<file path="config.mk">
export PLATFORM = sky130hd
export DESIGN_NAME = pin_entry_collector
export DESIGN_NICKNAME = d
export VERILOG_FILES = /design/src/rtl/pin_entry_collector_pkg.sv /design/src/rtl/pin_entry_collector_btn_debounce.sv /design/src/rtl/pin_entry_collector.sv
export SDC_FILE = /design/constraint.sdc
export NUM_CORES = 1
export LEC_CHECK = 0
export ABC_AREA = 1
export BUFFER_PORTS_ARGS = -buffer_cell sky130_fd_sc_hd__buf_2
export CAP_MARGIN = 25
export CORE_MARGIN = 2
export CORE_UTILIZATION = 59
export CTS_CLUSTER_DIAMETER = 150
export DETAILED_ROUTE_END_ITERATION = 10
export PLACE_DENSITY = 0.77
export SKIP_LAST_GASP = 1
export SLEW_MARGIN = 0
export SYNTH_ARGS = -nofsm -noshare
export SYNTH_HDL_FRONTEND = slang
export SYNTH_SLANG_ARGS = --single-unit
</file>
<file path="constraint.sdc">
create_clock -name clk -period 9.5 [get_ports clk]
set_input_delay 0.475 -clock clk [delete_from_list [all_inputs] [get_ports clk]]
set_output_delay 0.475 -clock clk [all_outputs]
set_load 0.02 [all_outputs]
</file>
<file path="src/rtl/pin_entry_collector_pkg.sv">
`default_nettype none
// pin_entry_collector_pkg: lock state encoding, digit count, default cycle constants. Rev 1.0
package pin_entry_collector_pkg;

  typedef enum logic [1:0] {
    ST_IDLE    = 2'd0,
    ST_COLLECT = 2'd1,
    ST_FULL    = 2'd2
  } state_e;

  localparam int unsigned CLK_HZ              = 125_000_000;
  localparam int unsigned DIGITS              = 4;
  localparam int unsigned DEBOUNCE_CYCLES_DEF = CLK_HZ / 100;
  localparam int unsigned TIMEOUT_CYCLES_DEF  = CLK_HZ * 5;

  // Bits needed for a counter running 0 .. max_count-1.
  function automatic int unsigned cnt_width(input int unsigned max_count);
    return (max_count < 2) ? 1 : $clog2(max_count);
  endfunction

endpackage
`default_nettype wire

</file>
<file path="src/rtl/pin_entry_collector_btn_debounce.sv">
`default_nettype none
// btn_debounce: 2-FF synchroniser, stable-count debouncer, registered rising-edge press pulse. Rev 1.0
module btn_debounce
  import pin_entry_collector_pkg::*;
#(
  parameter int unsigned DEBOUNCE_CYCLES = DEBOUNCE_CYCLES_DEF
) (
  input  logic clk,
  input  logic rst,
  input  logic btn_i,
  output logic press_o
);

  localparam int unsigned   CW       = cnt_width(DEBOUNCE_CYCLES);
  localparam logic [CW-1:0] CNT_LAST = CW'(DEBOUNCE_CYCLES - 1);

  logic          sync1_q;
  logic          sync2_q;
  logic          level_q;
  logic          level_d;
  logic          level_prev_q;
  logic          press_q;
  logic [CW-1:0] cnt_q;
  logic [CW-1:0] cnt_d;

  always_comb begin
    level_d = level_q;
    cnt_d   = '0;
    if (sync2_q != level_q) begin
      if (cnt_q == CNT_LAST) begin
        level_d = sync2_q;
      end else begin
        cnt_d = cnt_q + CW'(1);
      end
    end
  end

  always_ff @(posedge clk or posedge rst) begin
    if (rst) begin
      sync1_q      <= 1'b0;
      sync2_q      <= 1'b0;
      level_q      <= 1'b0;
      level_prev_q <= 1'b0;
      press_q      <= 1'b0;
      cnt_q        <= '0;
    end else begin
      sync1_q      <= btn_i;
      sync2_q      <= sync1_q;
      level_q      <= level_d;
      level_prev_q <= level_q;
      press_q      <= level_q & ~level_prev_q;
      cnt_q        <= cnt_d;
    end
  end

  assign press_o = press_q;

endmodule
`default_nettype wire

</file>
<file path="src/rtl/pin_entry_collector.sv">
`default_nettype none
// pin_entry_collector: debounced keypad front end assembling a DIGITS-nibble code for the lock controller. Rev 1.0
module pin_entry_collector
  import pin_entry_collector_pkg::*;
#(
  parameter int unsigned DEBOUNCE_CYCLES = DEBOUNCE_CYCLES_DEF,
  parameter int unsigned TIMEOUT_CYCLES  = TIMEOUT_CYCLES_DEF
) (
  input  logic                clk,
  input  logic                rst,
  input  logic                btn0,
  input  logic                btn1,
  input  logic [3:0]          sw,
  input  logic                enb_inp,
  output logic [4*DIGITS-1:0] value_16bit,
  output logic [2:0]          digit_cnt,
  output logic                entry_done,
  output logic                entry_short,
  output logic                entry_timeout,
  output logic                busy
);

  localparam int unsigned   VW       = 4 * DIGITS;
  localparam int unsigned   TW       = cnt_width(TIMEOUT_CYCLES);
  localparam logic [TW-1:0] TMO_LAST = TW'(TIMEOUT_CYCLES - 1);
  localparam logic [2:0]    DIG_CNT  = 3'(DIGITS);

  logic          w_press0;
  logic          w_press1;
  logic [VW-1:0] w_shift;

  state_e        state_q,   state_d;
  logic [VW-1:0] value_q,   value_d;
  logic [2:0]    cnt_q,     cnt_d;
  logic [TW-1:0] timer_q,   timer_d;
  logic          clear_q,   clear_d;
  logic          done_q,    done_d;
  logic          short_q,   short_d;
  logic          timeout_q, timeout_d;
  logic          busy_q,    busy_d;

  btn_debounce #(.DEBOUNCE_CYCLES(DEBOUNCE_CYCLES)) u_btn0_deb (
    .clk     (clk),
    .rst     (rst),
    .btn_i   (btn0),
    .press_o (w_press0)
  );

  btn_debounce #(.DEBOUNCE_CYCLES(DEBOUNCE_CYCLES)) u_btn1_deb (
    .clk     (clk),
    .rst     (rst),
    .btn_i   (btn1),
    .press_o (w_press1)
  );

  assign w_shift = (value_q << 4) | VW'(sw);

  always_comb begin
    state_d   = state_q;
    value_d   = value_q;
    cnt_d     = cnt_q;
    timer_d   = '0;
    clear_d   = 1'b0;
    done_d    = 1'b0;
    short_d   = 1'b0;
    timeout_d = 1'b0;
    if (!enb_inp) begin
      state_d = ST_IDLE;
      value_d = '0;
      cnt_d   = '0;
    end else begin
      case (state_q)
        ST_IDLE: begin
          // A submitted code stays visible for its done/short cycle, then clears here.
          if (clear_q) begin
            value_d = '0;
            cnt_d   = '0;
          end
          if (w_press1) begin
            short_d = 1'b1;
          end else if (w_press0) begin
            value_d = VW'(sw);
            cnt_d   = 3'd1;
            state_d = (DIGITS == 1) ? ST_FULL : ST_COLLECT;
          end
        end
        ST_COLLECT, ST_FULL: begin
          if (w_press1) begin
            done_d  = (state_q == ST_FULL);
            short_d = (state_q == ST_COLLECT);
            clear_d = 1'b1;
            state_d = ST_IDLE;
          end else if (w_press0 && (state_q == ST_COLLECT)) begin
            value_d = w_shift;
            cnt_d   = cnt_q + 3'd1;
            if (cnt_q + 3'd1 == DIG_CNT) begin
              state_d = ST_FULL;
            end
          end else if (timer_q == TMO_LAST) begin
            timeout_d = 1'b1;
            value_d   = '0;
            cnt_d     = '0;
            state_d   = ST_IDLE;
          end else begin
            timer_d = timer_q + TW'(1);
          end
        end
        default: begin
          state_d = ST_IDLE;
          value_d = '0;
          cnt_d   = '0;
        end
      endcase
    end
    busy_d = (state_d != ST_IDLE);
  end

  always_ff @(posedge clk or posedge rst) begin
    if (rst) begin
      state_q   <= ST_IDLE;
      value_q   <= '0;
      cnt_q     <= '0;
      timer_q   <= '0;
      clear_q   <= 1'b0;
      done_q    <= 1'b0;
      short_q   <= 1'b0;
      timeout_q <= 1'b0;
      busy_q    <= 1'b0;
    end else begin
      state_q   <= state_d;
      value_q   <= value_d;
      cnt_q     <= cnt_d;
      timer_q   <= timer_d;
      clear_q   <= clear_d;
      done_q    <= done_d;
      short_q   <= short_d;
      timeout_q <= timeout_d;
      busy_q    <= busy_d;
    end
  end

  assign value_16bit   = value_q;
  assign digit_cnt     = cnt_q;
  assign entry_done    = done_q;
  assign entry_short   = short_q;
  assign entry_timeout = timeout_q;
  assign busy          = busy_q;

endmodule
`default_nettype wire

</file>
==> summary.txt, run 1 <==
Die
  – Die width: 103 um
  – DIE HEIGHT: 103 um
  – Row count: 36
  – Initial core utilization: 60.2%
  – # IOs: 32
  – Core area: 9640 um^2
  – Total die area: 10600 um^2

Clock network
  – CTS root buffer: clkbuf_8
  – Quantity of gates resized following cts: 0
  – Cts hold-fix bufs: 0
  – Setup repair bufs after CTS: 0
  – Clk sinks: 108
  – Total CTS buffers: 9
  – Clk buf depth: 2
  – H-tree Lvls: 3
  – Clk Latency, worst-skew pair: 0.38 ns
  – Clock-pin slew on the worst setup and hold paths: 0.10 ns
  – TritonCTS clock tree: built

Yosys
  – Flops & latches, synth: 108
  – Most used flip-flop cell after synthesis: dfrtp_1
  – Post-synth EDFFs: 0
  – Count of cell types in the netlist: 35
  – Ys Warns: 0
  – Synthesized area: 5800 um^2
  – Syn Nets: 786
  – Gate Count Post-Synth: 768
  – Avg Cell Area, Syn: 7.56 um^2
  – Async SR Flop Fraction: 100%
  – Seq/Total Area, Yosys: 46.6%

GRT
  – Largest net degree at the start of global routing: 84
  – Total GRT Usage: 22.9%
  – GRT overflow: 0
  – Initial antenna violation count: 0
  – Global-route wire length before repair: 19700 um
  – Vias in the first global route: 4490

STA
  – Fmax: 0.412 GHz
  – WHS: 0.0607 ns
  – Max-slew headroom: 34.2%
  – Slew Viols, Final: 0
  – Clock Skews: 0.0141 ns
  – Final min period: 2.42 ns
  – Setup Viol. Count Final: 0
  – Slew @ Worst Pin: 0.984 ns
  – Setup TNS: 0 ns
  – RSZ-0062 raised after global routing: false
  – Number of hold violations in the final report: 0
  – Crit share post-route: 25.5%

Cells and area
  – Antenna Diode Count: 0
  – Finished Cell Area: 6260 um^2
  – Commonest non-fill, non-tap cells in the layout: nand2_1 (200), nor2_1 (140), dfrtp_1 (108)
  – Fin util: 65.0%
  – Final Net Count: 816
  – Multi-input logic area: 2680 um^2
  – Most common cell after layout, fill and taps aside: nand2_1
  – Sequential cell area: 2700 um^2
  – Layout cell share with drive strength beyond 1: 9.60%
  – Syn-to-layout area delta: 7.89%
  – # fillers: 861

Setup path
  – Critical path arrival: 2.71 ns
  – Critical path peak fanout: 15
  – Worst EP required: 9.78 ns
  – Worst Path Class, Setup: reg -> reg
  – Worst setup EP type: register
  – CP startpoint kind: register

Pwr
  – Peak supply drop: 0.0991 mV
  – PD cells: 121 nW/um^2
  – Leakage: 2.88 nW
  – Total Power: 755 uW

Min path
  – Worst min-delay path class: in -> async

Drt
  – Residual DRC: 0
  – Initial DRC Count: 212
  – Vias per inst: 5.26
  – Drt wl/cell: 12.5 um
  – ANT nets after route: 0
  – Vias: 4919
  – Routed WL: 11700 um
  – DRT Pass-1 Iters: 5

Status
  – Outcome: completed

Placement
  – Number of I/O port buffers: 31
  – Placed Area: 6050 um^2
  – DPL Wire Length: 8250 um
  – RePlAce Congestion: 0.890

Flow run
  – Max-Cap Viols: 0
critical path: stages, from the launching register on:
cell and delay (ns):
dfrtp_1 0.43, inv_1 0.13, ha_1 0.42, inv_1 0.11, nor2_1 0.76, nand3_1 0.15
nand2_1 0.12, nand2_1 0.05, o21ai_0 0.17
Yosys cell counts, types with 6 or more instances:
library cell  number  area, um^2
nor2_4             8        90.1
nor3_1            37         185
ha_1               9         113
a21oi_1           19        95.1
o21ai_2           10        87.6
o21ai_0           18        90.1
nor2_1           140         526
inv_1             86         323
xnor2_1            7        61.3
dfrtp_1          108        2700
nand3_1           56         280
nor3b_1            6        45.0
xor2_1            14         123
nand2_1          200         751
nand4_1           14        87.6
routing by layer:
layer	global-route usage, %	wire length (um)
met1	30.9	5400
met2	38.6	5650
met3	3.56	457
met4	6.48	177
met5	0	0
final timing paths:
kind                                              startpoint                             to  slack, ns  depth (start not counted)
worst max-delay path                    state_q[1]$_DFF_PP0_       digit_cnt[2]$_DFFE_PP0P_       7.08                          8
worst min register to register  u_btn0_deb.sync1_q$_DFF_PP0_   u_btn0_deb.sync2_q$_DFF_PP0_       0.36                          0
min in group clk                                        btn0   u_btn0_deb.sync1_q$_DFF_PP0_       0.21                          1
max in group asynchronous                                rst          timer_q[25]$_DFF_PP0_       8.54                          4
worst min-delay path                                     rst  u_btn1_deb.cnt_q[0]$_DFF_PP0_       0.06                          2
worst max register to register          state_q[1]$_DFF_PP0_       digit_cnt[2]$_DFFE_PP0P_       7.08                          8
stage by stage:
step	std cells	setup slack, ns
after detailed placement	919	7.07
after global placement	919	7.13
after global routing	935	6.83
final	935	7.08
after floorplan	768	6.18
after CTS	934	7.07
cells by family (layout without fill, tap and decap cells):
logic type	after synthesis	after routing	synth area share (%)
DFF	108	108	46.6
xor gates and xnor gates	21	21	3.17
buffers and inverters	102	136	7.24
and+or+nand+nor	470	470	34.9
muxes	1	1	0.194
AOI/OAI and AO/OA	57	57	5.99
adders and majority gates	9	9	1.94
cell type report:
type                            instances  share of cell area (%)
Timing Repair Buffer                   34                    3.16
Multi-Input combinational cell        558                    42.8
Inverter                               87                    5.25
Tap cell                              133                    2.66
Clock buffer                           11                    2.42
Sequential cell                       108                    43.2
Clock inverter                          4                   0.539
state kept, by name, summed over array words and instances, names as in the netlist:
register and cells:
timer_q 30, u_btn0_deb.cnt_q 21, u_btn1_deb.cnt_q 21, value_16bit 16, digit_cnt 3, state_q 2, busy 1, clear_q 1
entry_done 1, entry_short 1, entry_timeout 1, u_btn0_deb.level_prev_q 1, u_btn0_deb.level_q 1, u_btn0_deb.press_o 1, u_btn0_deb.sync1_q 1, u_btn0_deb.sync2_q 1
u_btn1_deb.level_prev_q 1, u_btn1_deb.level_q 1, u_btn1_deb.press_o 1, u_btn1_deb.sync1_q 1, u_btn1_deb.sync2_q 1
report_power, final:
part | switching, mW | internal (mW)
Clock | 0.158 | 0.110
Sequential | 0.00181 | 0.462
Combinational | 0.0174 | 0.00595
Total | 0.177 | 0.578
(Power assumes the default switching activity.)
==> run 2: changes to the inputs <==
Settings changed: CORE_UTILIZATION 59 to 55, PLACE_DENSITY 0.77 to 0.76.
Clock period 9.5 ns to 2.2 ns, I/O delays scaled along.
==> run 2 against run 1 <==
  * Highest routed layer unchanged
  * First-iteration DRC count increased by 100%
  * Clock-buffer cell count is 2 lower
  * Fmax up 22%
  * Clock power rose to 4.1 times the previous value
  * Sequential power rose to 4.3 times the previous value
  * Power rose to 4.3 times the previous value
  * Flip-flop and latch count unchanged
==> summary.txt, run 2 (same netlist as run 1, synthesis figures left out) <==
Placement
  – RePlAce Congestion: 0.971 (was 0.890)
  – DPL Wire Length: 8540 um (was 8250 um)
  – Setup WS pre-CTS: 0.235 ns (was 7.07 ns)
  – Placed cell count: 932 (was 919)
  – Number of I/O port buffers: 31 (unchanged)
  – Placed Area: 6170 um^2 (was 6050 um^2)

Pwr
  – Pint: 2.44 mW (was 578 uW)
  – PD cells: 504 nW/um^2 (was 121 nW/um^2)
  – Share of total power in combinational logic: 3.4% (was 3.1%)
  – Sw power: 770 uW (was 177 uW)
  – Clock power share: 34.2% (was 35.5%)
  – Peak supply drop: 0.422 mV (was 0.0991 mV)
  – Switching part of the total: 24.0% (was 23.4%)
  – Leakage: 2.92 nW (was 2.88 nW)
  – Total Power: 3.21 mW (was 755 uW)
  – Sequential power share: 62.3% (was 61.4%)

STA
  – Slew Viols, Final: 0 (unchanged)
  – Number of hold violations in the final report: 0 (unchanged)
  – Setup Viol. Count Final: 0 (unchanged)
  – Setup TNS: 0 ns (unchanged)
  – Max-slew headroom: 60.2% (was 34.2%)
  – RSZ-0062 raised after global routing: true (was false)
  – Final min period: 1.99 ns (was 2.42 ns)
  – Slew @ Worst Pin: 0.596 ns (was 0.984 ns)
  – Crit share post-route: 90.3% (was 25.5%)
  – Fmax: 0.503 GHz (was 0.412 GHz)
  – WHS: 0.110 ns (was 0.0607 ns)
  – Final worst-path setup slack: 0.213 ns (was 7.08 ns)
  – Clock Skews: 0.0116 ns (was 0.0141 ns)

Die
  – # IOs: 32 (unchanged)
  – DIE HEIGHT: 107 um (was 103 um)
  – Core area: 10300 um^2 (was 9640 um^2)
  – Row count: 37 (was 36)
  – Total die area: 11400 um^2 (was 10600 um^2)
  – Die width: 107 um (was 103 um)
  – Initial core utilization: 56.5% (was 60.2%)

Setup path
  – Highest-delay cell along the critical path: dfrtp_1 (was nor2_1)
  – Reg2reg setup slack: 0.21 ns (was 7.08 ns)
  – Critical path's largest stage delay: 0.42 ns (was 0.76 ns)
  – Worst Path Class, Setup: reg -> reg (unchanged)
  – Reg2reg path depth: 7 (was 8)
  – Worst r2r src: state_q[0]$_DFF_PP0_ (was state_q[1]$_DFF_PP0_)
  – Worst setup EP type: register (unchanged)
  – CP startpoint kind: register (unchanged)
  – Critical path arrival: 2.28 ns (was 2.71 ns)
  – CP Cell Sequence: inv_1, ha_1, inv_1, nor3_1, nand3_1, buf_4, nor3_1 (was inv_1, ha_1, inv_1, nor2_1, nand3_1, nand2_1, nand2_1, o21ai_0)
  – Delay-heaviest family, CP: simple AND/OR/NAND/NOR gates (unchanged)
  – Critical path peak fanout: 15 (unchanged)
  – Crit Reg-Reg Endpoint: timer_q[14]$_DFF_PP0_ (was digit_cnt[2]$_DFFE_PP0P_)
  – Number of buffers and inverters on the critical path: 3 (was 2)
  – Worst EP required: 2.50 ns (was 9.78 ns)

Clock network
  – Clk Latency, worst-skew pair: 0.39 ns (was 0.38 ns)
  – Clk buf depth: 2 (unchanged)
  – Total CTS buffers: 9 (unchanged)
  – TritonCTS clock tree: built (unchanged)
  – Clock-pin slew on the worst setup and hold paths: 0.10 ns (about the same)
  – CTS root buffer: clkbuf_8 (unchanged)
  – H-tree Lvls: 3 (unchanged)
  – Clk sinks: 108 (unchanged)
  – Setup repair bufs after CTS: 0 (unchanged)

GRT
  – Global-route wire length before repair: 20500 um (was 19700 um)
  – GRT overflow: 0 (unchanged)
  – Largest net degree at the start of global routing: 39 (was 84)
  – Initial antenna violation count: 0 (unchanged)
  – Total GRT Usage: 22.1% (was 22.9%)
  – Vias in the first global route: 4732 (was 4490)

Flow run
  – Max-Cap Viols: 0 (unchanged)

Drt
  – Initial DRC Count: 423 (was 212)
  – Residual DRC: 0 (unchanged)
  – Drt wl/cell: 12.3 um (was 12.5 um)
  – Vias per inst: 5.20 (was 5.26)
  – Vias: 4948 (was 4919)
  – DRT Pass-1 Iters: 5 (unchanged)
  – ANT nets after route: 0 (unchanged)
  – Routed WL: 11700 um (about the same)

Min path
  – Worst min-delay path class: in -> reg (was in -> async)
  – HP Start: sw[2]
  – WHS Path Cells: 5
  – Hold Path End: value_16bit[2]$_DFFE_PP0P_

Cells and area
  – Largest register FFs: 30 (unchanged)
  – Final Net Count: 829 (was 816)
  – Non-Filler Instances: 951 (was 935)
  – Finished Cell Area: 6380 um^2 (was 6260 um^2)
  – Antenna Diode Count: 0 (unchanged)
  – Fin util: 62.1% (was 65.0%)
  – Layout cell share with drive strength beyond 1: 10.7% (was 9.60%)
  – Register name with the most flops: timer_q (unchanged)
  – Syn-to-layout area delta: 9.98% (was 7.89%)
  – Most common cell after layout, fill and taps aside: nand2_1 (unchanged)
  – Commonest non-fill, non-tap cells in the layout: nand2_1 (200), nor2_1 (140), dfrtp_1 (108) (unchanged)
  – Biggest regs: timer_q (30), u_btn0_deb.cnt_q (21), u_btn1_deb.cnt_q (21) (unchanged)

Status
  – Outcome: completed (unchanged)
run 2: what timing repair did:
item	in CTS	in global routing
endpoints found under the setup margin	0	1
resized for setup	0	1
hold buffers	4	0
endpoints found under the hold margin	28	0
run 2: worst register-to-register path: cells and delay by family, from the launching register on:
| kind | cells | cell delay (ns) |
|---|---|---|
| adder cells (fa/ha/maj) | 1 | 0.28 |
| buffers and inverters | 3 | 0.48 |
| flip-flops | 1 | 0.42 |
| AND/OR/NAND/NOR | 3 | 0.73 |
run 2: power groups by stage:
stage	clock network, mW	registers, mW	logic, mW
after floorplan	0	2.04	0.0657
after global placement	0	2.04	0.105
after detailed placement	0	2.04	0.108
final	1.10	2.00	0.110
after CTS	1.14	2.00	0.113
after global routing	1.21	2.01	0.130
run 2: how the worst max path moves through the flow:
stage | from | end | slack, ns | cells after the start
detailed placement | timer_q[0]$_DFF_PP0_ | timer_q[23]$_DFF_PP0_ | 0.24 | 10
global placement | timer_q[0]$_DFF_PP0_ | timer_q[23]$_DFF_PP0_ | 0.34 | 10
floorplan | state_q[0]$_DFF_PP0_ | value_16bit[10]$_DFFE_PP0P_ | 0.57 | 9
global route | state_q[1]$_DFF_PP0_ | timer_q[14]$_DFF_PP0_ | -0.01 | 8
CTS | timer_q[0]$_DFF_PP0_ | timer_q[23]$_DFF_PP0_ | 0.21 | 10
finish | state_q[0]$_DFF_PP0_ | timer_q[14]$_DFF_PP0_ | 0.21 | 7
run 2: per-layer routing:
metal | vias to the layer above | global-route usage [%] | wire [um]
li1 | 2510 | - | -
met3 | 15 | 5.23 | 556
met2 | 121 | 37.4 | 5700
met4 | 0 | 5.75 | 133
met5 | - | 0 | 0
met1 | 2302 | 28.6 | 5310
run 2: layout make-up:
class                   count  area, um^2
well taps                 136         170
repair buffers             47         323
fillers                   918        3890
clock inverters             6        48.8
clock buffers               9         124
inverters                  87         334
multi-input cells         558        2680
flip-flops and latches    108        2700
==> run 3: changes to the inputs <==
Settings changed: GPL_TIMING_DRIVEN set to 0.
==> run 3 against run 2 <==
  * Die area stayed put
  * Clock-buffer cell count did not move
  * Critical path depth is 2 higher
  * Clock power is 15% higher
  * Final cell count rose by 0.63%
  * Utilization grew 0.41 points
  * Cell area grew 0.67%
  * Critical path type unchanged
==> summary.txt, run 3 (same netlist as run 1, synthesis figures left out) <==
Status
  – Outcome: completed (unchanged)

Setup path
  – Worst EP required: 2.50 ns (about the same)
  – Highest-delay cell along the critical path: dfrtp_1 (unchanged)
  – Worst setup EP type: register (unchanged)
  – Reg2reg setup slack: 0.16 ns (was 0.21 ns)
  – Critical path peak fanout: 10 (was 15)
  – Worst setup path start: state_q[0]$_DFF_PP0_ (unchanged)
  – Reg2reg path depth: 9 (was 7)
  – Critical path arrival: 2.35 ns (was 2.28 ns)
  – CP Capture Point: value_16bit[9]$_DFFE_PP0P_ (was timer_q[14]$_DFF_PP0_)
  – Crit Reg-Reg Endpoint: value_16bit[9]$_DFFE_PP0P_ (was timer_q[14]$_DFF_PP0_)
  – CP Cell Sequence: inv_1, ha_1, inv_1, nor2_2, buf_2, nand2_1, nand2_1, nand2_1, o21ai_0 (was inv_1, ha_1, inv_1, nor3_1, nand3_1, buf_4, nor3_1)
  – Worst Path Class, Setup: reg -> reg (unchanged)
  – Cell mode on critical path: nand2_1
  – Worst r2r src: state_q[0]$_DFF_PP0_ (unchanged)
  – CP startpoint kind: register (unchanged)
  – Critical path's largest stage delay: 0.43 ns (was 0.42 ns)

Min path
  – Worst min-delay path class: in -> reg (unchanged)

GRT
  – Initial antenna violation count: 0 (unchanged)
  – GRT overflow: 0 (unchanged)
  – Total GRT Usage: 22.8% (was 22.1%)
  – Largest net degree at the start of global routing: 43 (was 39)
  – Vias in the first global route: 4794 (was 4732)
  – Global-route wire length before repair: 21200 um (was 20500 um)

Clock network
  – Total CTS buffers: 9 (unchanged)
  – Clk sinks: 108 (unchanged)
  – Clk Latency, worst-skew pair: 0.38 ns (was 0.39 ns)
  – CTS root buffer: clkbuf_8 (unchanged)
  – H-tree Lvls: 3 (unchanged)
  – TritonCTS clock tree: built (unchanged)
  – Clk buf depth: 2 (unchanged)
  – Clock-pin slew on the worst setup and hold paths: 0.11 ns (was 0.10 ns)

Pwr
  – Peak supply drop: 0.377 mV (was 0.422 mV)
  – Total Power: 3.39 mW (was 3.21 mW)
  – Leakage: 2.95 nW (was 2.92 nW)
  – PD cells: 527 nW/um^2 (was 504 nW/um^2)

STA
  – Setup Viol. Count Final: 0 (unchanged)
  – Final worst-path setup slack: 0.155 ns (was 0.213 ns)
  – Slew @ Worst Pin: 0.565 ns (was 0.596 ns)
  – Number of hold violations in the final report: 0 (unchanged)
  – WHS: 0.120 ns (was 0.110 ns)
  – RSZ-0062 raised after global routing: false (was true)
  – Max-slew headroom: 62.2% (was 60.2%)
  – Slew Viols, Final: 0 (unchanged)
  – Final min period: 2.04 ns (was 1.99 ns)
  – Fmax: 0.489 GHz (was 0.503 GHz)
  – Clock Skews: 0.00876 ns (was 0.0116 ns)
  – Setup TNS: 0 ns (unchanged)
  – Crit share post-route: 93.0% (was 90.3%)

Cells and area
  – # fillers: 931 (was 918)
  – Layout cell share with drive strength beyond 1: 10.7% (about the same)
  – Syn-to-layout area delta: 10.7% (was 9.98%)
  – Fin util: 62.5% (was 62.1%)
  – Largest register FFs: 30 (unchanged)
  – Final Net Count: 834 (was 829)
  – Most common cell after layout, fill and taps aside: nand2_1 (unchanged)
  – Register name with the most flops: timer_q (unchanged)
  – Antenna Diode Count: 0 (unchanged)
  – Biggest regs: timer_q (30), u_btn0_deb.cnt_q (21), u_btn1_deb.cnt_q (21) (unchanged)
  – Commonest non-fill, non-tap cells in the layout: nand2_1 (200), nor2_1 (139), dfrtp_1 (108) (was nand2_1 (200), nor2_1 (140), dfrtp_1 (108))

Die
  – Total die area: 11400 um^2 (unchanged)
  – DIE HEIGHT: 107 um (unchanged)
  – Die width: 107 um (unchanged)
  – Row count: 37 (unchanged)
  – # IOs: 32 (unchanged)
  – Core area: 10300 um^2 (unchanged)
  – Initial core utilization: 56.5% (unchanged)

Placement
  – Number of I/O port buffers: 31 (unchanged)
  – RePlAce Congestion: 0.907 (was 0.971)
  – Setup WS pre-CTS: 0.210 ns (was 0.235 ns)
  – DPL Wire Length: 8790 um (was 8540 um)

Drt
  – Drt wl/cell: 12.8 um (was 12.3 um)
  – ANT nets after route: 0 (unchanged)
  – Initial DRC Count: 311 (was 423)
  – Vias per inst: 5.29 (was 5.20)
  – Vias: 5063 (was 4948)
  – Residual DRC: 0 (unchanged)
  – Routed WL: 12200 um (was 11700 um)
  – DRT Pass-1 Iters: 4 (was 5)

Flow run
  – Max-Cap Viols: 0 (unchanged)
run 3: area by class of cell:
cell class / count / area, um^2 / area share [%]
buffer: 15 / 93.8 / 1.46
clock buffer: 9 / 124 / 1.93
clock inverter: 7 / 86.3 / 1.34
inverter: 87 / 330 / 5.14
multi-input combinational: 558 / 2680 / 41.8
sequential: 108 / 2700 / 42.1
tap: 136 / 170 / 2.65
timing repair buffer: 37 / 235 / 3.66
run 3: per-layer routing:
| layer | routed length, um | share of wire [%] | GRT usage (%) |
|---|---|---|---|
| met1 | 5550 | 45 | 29.5 |
| met2 | 6030 | 49 | 39.1 |
| met3 | 538 | 4.4 | 4.13 |
| met4 | 101 | 0.83 | 7.05 |
| met5 | 0 | 0 | 0 |
run 3: critical path: cells and delay by family (launching register included):
family	cells	cell delay [ns]
AND/OR/NAND/NOR	4	0.61
buffers and inverters	3	0.48
flip-flops	1	0.43
adder cells (fa/ha/maj)	1	0.28
AO/OA/AOI/OAI	1	0.16
run 3: report_power, final:
part	internal (mW)	total (mW)	leakage (nW)	switching [mW]
registers	2.00	2.00	1.50	0.00816
logic	0.0316	0.109	1.35	0.0770
clock network	0.546	1.27	0.101	0.728
run 3: how the worst min path moves through the flow:
stage / startpoint / endpoint / slack [ns] / cells past startpoint
floorplan: btn0 / u_btn0_deb.sync1_q$_DFF_PP0_ / 0.14 / 0
global placement: btn1 / u_btn1_deb.sync1_q$_DFF_PP0_ / 0.22 / 1
detailed placement: rst / u_btn0_deb.cnt_q[0]$_DFF_PP0_ / 0.20 / 2
CTS: sw[2] / value_16bit[2]$_DFFE_PP0P_ / 0.10 / 5
global route: sw[2] / value_16bit[2]$_DFFE_PP0P_ / 0.13 / 5
finish: sw[2] / value_16bit[2]$_DFFE_PP0P_ / 0.12 / 5
run 3: timing repair:
item	4_1_cts	5_1_grt
gates resized for setup	0	1
setup endpoints to repair	0	1
setup buffers	0	0
hold endpoints to repair	28	0
hold buffers	4	0
run 3: metrics by stage:
stage	cell area (um^2)	std cells
final	6430	957
after floorplan	5810	768
after global routing	6430	957
after detailed placement	6170	937
after global placement	6130	935
after CTS	6420	957
